===== src/rtl/comp_result_checker_exp_pipe.sv =====
// LAT-stage valid/data delay line carrying {a, b, exp} to the check point;
// a flush drops every in-flight entry, and LAT=0 collapses to plain wires.
module comp_exp_pipe #(
   parameter int LAT = 1,
   parameter int W   = 19
) (
   input  logic         clk,
   input  logic         rst,
   input  logic         i_flush,
   input  logic         i_valid,
   input  logic [W-1:0] i_data,
   output logic         o_valid,
   output logic [W-1:0] o_data,
   output logic         o_idle
);

   generate
      if (LAT == 0) begin : g_wire
         logic w_unused;
         assign w_unused = clk ^ rst ^ i_flush;
         assign o_valid  = i_valid;
         assign o_data   = i_data;
         assign o_idle   = 1'b1;
      end else begin : g_pipe
         logic [LAT-1:0] r_valid;
         logic [W-1:0]   r_data [LAT];

         // Entries pushed during a flush never enter the line.
         always_ff @(posedge clk) begin
            if (rst || i_flush) begin
               r_valid <= '0;
            end else begin
               r_valid[0] <= i_valid;
               for (int i = 1; i < LAT; i++) begin
                  r_valid[i] <= r_valid[i-1];
               end
            end
         end

         always_ff @(posedge clk) begin
            r_data[0] <= i_data;
            for (int i = 1; i < LAT; i++) begin
               r_data[i] <= r_data[i-1];
            end
         end

         assign o_valid = r_valid[LAT-1];
         assign o_data  = r_data[LAT-1];
         assign o_idle  = ~|r_valid;
      end
   endgenerate

endmodule


===== config.mk =====
export PLATFORM = sky130hd
export DESIGN_NAME = comp_exp_pipe
export DESIGN_NICKNAME = d
export VERILOG_FILES = /design/src/rtl/comp_result_checker_exp_pipe.sv
export SDC_FILE = /design/constraint.sdc
export NUM_CORES = 1
export LEC_CHECK = 0
export BUFFER_PORTS_ARGS = -buffer_cell sky130_fd_sc_hd__buf_2
export CAP_MARGIN = 0
export CORE_MARGIN = 2
export CORE_UTILIZATION = 30
export DETAILED_ROUTE_END_ITERATION = 10
export PLACE_DENSITY_LB_ADDON = 0.25
export SLEW_MARGIN = 20
export SYNTH_ARGS = -nofsm -noshare
export SYNTH_HDL_FRONTEND = slang
export SYNTH_SLANG_ARGS = --single-unit
export TNS_END_PERCENT = 1

===== constraint.sdc =====
create_clock -name clk -period 0.8 [get_ports clk]
set_clock_uncertainty 0.15 [all_clocks]
set_input_delay 0.04 -clock clk [delete_from_list [all_inputs] [get_ports clk]]
set_output_delay 0.04 -clock clk [all_outputs]
set_load 0.01 [all_outputs]

## After elaboration in Yosys (flattened, before gate mapping)

Memory sizes are Yosys's and may differ from the RTL's.
Cells that the tools add are included.

| storage, ports and cells | value |
|---|---|
| flip-flop bits (word level) | 1 |
| bits in writable memories | 19 |
| input bits | 23 |
| output and inout port bits | 21 |
| word-level logic and storage cells | 4 |
| memories | 1 |

Memories:

| memory | words | bits a word | read ports | clocked after memory_dff | write ports | RTL line | RTL |
|---|---|---|---|---|---|---|---|
| g_pipe.r_data | 1 | 19 | 1 | 0 | 1 | 26 | `logic [W-1:0] r_data [LAT];` |

| operators by class | value |
|---|---|
| reductions and logical operators | 2 |

Operators with widths:

| cell | count |
|---|---|
| logical NOT 1 bit | 1 |
| logical OR 1 bit | 1 |

## Logic depth before layout (Yosys ltp)

| logic depth | value |
|---|---|
| word-level depth | 1 |
| mapped depth | 1 |
| gate-level depth less buffers | 1 |

## Worst setup path after synthesis

No wires, ideal clock.

| path | value |
|---|---|
| path type | register to output |
| start point | register g_pipe.r_valid (netlist: o_valid) |
| end point | output port o_idle |
| arrival time | 0.436 ns |
| required time | 0.610 ns |
| setup slack | 0.174 ns |
| stages on the path, launching flop included | 2 |
| buffers on the path | 0 |
| cell sequence | dfxtp_1 > inv_1 |

| between the ends | value |
|---|---|
| word-level cells in the longest chain between the ends | 1 |

RTL lines:

| item | RTL line | RTL |
|---|---|---|
| start, declared | 25 | `logic [LAT-1:0] r_valid;` |
| start signal, assigned by index | 35 | `r_valid[i] <= r_valid[i-1];` |
| logical NOT 1 bit | 49 | `assign o_idle = ~\|r_valid;` |
| end, declared | 14 | `output logic o_idle` |

No other way between the ends.

## Worst setup path in the final report

Ends and elaborated chain as after synthesis.

==> out/metrics.cfg <==
[power]
total_power_mw = 1.86
internal_power_mw = 1.49
vdd_drop_max_uv = 1490
cellPowerDensity_mw_per_mm2 = 1940
clkPwrFrac_pct = 29.8
p_seq_share_pct = 57.3
power_switching_mw = 0.370
p_leak_nw = 0.472
pwr-share-comb_pct = 12.9
sw_frac_of_total_pct = 19.9

[synthesis]
syn-cell-area_um2 = 417
synth.ff_latch_count = 20
synthTopCellsByArea = dfxtp_1 96%, nor3b_2 3.0%, inv_1 0.90%
synth_cells = 22
yosysSeqAreaShare_pct = 96.1
avgSynthCellArea_um2 = 18.9
synth_top_area_share_pct = 96.1
syn-num-nets = 45
ys_types = 3
yosysTopAreaCell = dfxtp_1
ys_warn_count = 0

[global_routing]
grtUsageMet1_pct = 12.0
met3_usage_pct = 3.26
overflow = 0
grt_max_degree = 12
grt_usage_pct = 13.5
met2_usage_pct = 28.1
grt.busiest_layer = met2
grt_pass1_vias = 382
antenna_found_initial = 0
grt_pass1_wl_mm = 1.46

[routing]
num_vias = 405
drt-total-wl_mm = 1.13
vias_per_cell = 3.82
wl_per_cell_um = 10.7
drt_iter0_drc = 2
drt_pass1_iterations = 2
drc = 0
postRouteAntennaNets = 0

[worst_setup_path]
cp.arrival_ns = 0.76
critPathKind = register to output pin
critPathRequiredTime_ns = 0.61
critPathLaunchType = register
endpoint_kind = output pin
cp_max_fo = 2

[layout]
seqCellArea_um2 = 409
multi_input_area_um2 = 12.5
diodes = 0
layout-drive-gt1-share_pct = 61.5
fin_cells = 106
nets = 115
area.growth.synth_to_final_pct = 130
fill_cells = 101

[timing]
rsz0062_at_grt = yes
setup_viol = 21
fin_crit_ns = 0.952
slew_violations = 0
tightest_slew_ns = 0.103
finalCritPeriodShare_pct = 119
fin_ws_ns = -0.152
hold_violations = 0
fmax_mhz = 1050
maxSlewHeadroom_pct = 93.1
tns_ns = -2.44

[clocking]
cts_tree = done
cts.path.max_buffers = 2
root_buffer = clkbuf_4
clock-sinks = 20
numCtsBuffers = 3
clk_pin_slew_ns = 0.11
cts_htree_levels = 1
cts_setup_buffers = 0

[run]
max_cap_violations = 0

[floorplan]
die_x_um = 41.3
pin_count = 44
dieHeight_um = 41.3
dieArea_mm2 = 0.00170
coreArea_mm2 = 0.00130
fp-row-count = 13
start_util_pct = 32.0

[placed_design]
dpl.cell_count = 80
port_buffers = 43
gp_congestion = 0.631
hpwl_um = 560
dp_slack_ns = 0.152

[worst_hold_path]
hold_path.class = input pin to register

[status]
status = finished, violations left
violations = setup timing

==> sequential cells by signal, indices dropped and copies added, names as in the netlist <==
name           cells
o_valid            1
g_pipe.r_data     19
==> critical path: stages (launching register included) <==
cell     delay (ns)
dfxtp_2        0.34
inv_2          0.03
buf_6          0.10
==> cells by family (layout without fill, tap and decap cells) <==
family,Yosys count,count (layout),synth area share [%]
AND/OR/NAND/NOR,1,1,3.00
buffers and inverters,1,70,0.900
flip-flops,20,20,96.1
==> layer usage <==
layer  wire [um]  share of wire, %  vias to the layer above
li1            -                 -                      205
met5           0                 0                        -
met1         371                33                      177
met3          58               5.1                        0
met2         698                62                       23
met4           0                 0                        0
==> worst paths after layout <==
| check | startpoint | end | slack (ns) | cells after the start |
|---|---|---|---|---|
| min | i_data[16] | g_pipe.r_data[0][16]$_DFF_P_ | 0.23 | 2 |
| max | o_valid$_SDFF_PP0_ | o_idle | -0.15 | 2 |
==> through the flow <==
step	utilization (%)	hold slack, ns	cell area (um2)
4_1_cts	69.8	0.224	908
3_3_place_gp	50.0	-0.00810	651
6_report	73.8	0.225	960
2_1_floorplan	-	-0.0823	417
5_1_grt	73.8	0.223	960
3_5_place_dp	50.0	-0.00643	651
==> synthesized netlist by cell type (all sizes together) <==
cell type,number
inv,1
nor3b,1
dfxtp,20
==> power by group through the flow <==
stage	Sequential, mW	Clock (mW)	Combinational, mW
6_report	1.07	0.556	0.240
5_1_grt	1.07	0.613	0.262
4_1_cts	1.06	0.572	0.216
3_5_place_dp	1.08	0	0.135
3_3_place_gp	1.08	0	0.133
2_1_floorplan	1.11	0	0.00423
==> cell usage in the layout (no fill, tap or decap) <==
cell           instances
clkbuf_8               1
dfxtp_2                7
buf_2                 36
nor3b_2                1
inv_2                  1
clkbuf_4               3
buf_6                  7
dfxtp_1               13
dlygate4sd3_1         22
==> timing repair <==
action,CTS,global route
hold endpoints to repair,20,0
hold buffers,22,0
setup endpoints to repair,21,21
resized for setup,1,14
==> area by class of cell <==
cell class | count | share of cell area [%]
Multi-Input combinational cell | 1 | 1.30
Inverter | 1 | 0.391
Timing Repair Buffer | 65 | 49.9
Sequential cell | 20 | 42.6
Tap cell | 15 | 1.96
Clock buffer | 4 | 3.78
Power figures use the tool's default switching activity.
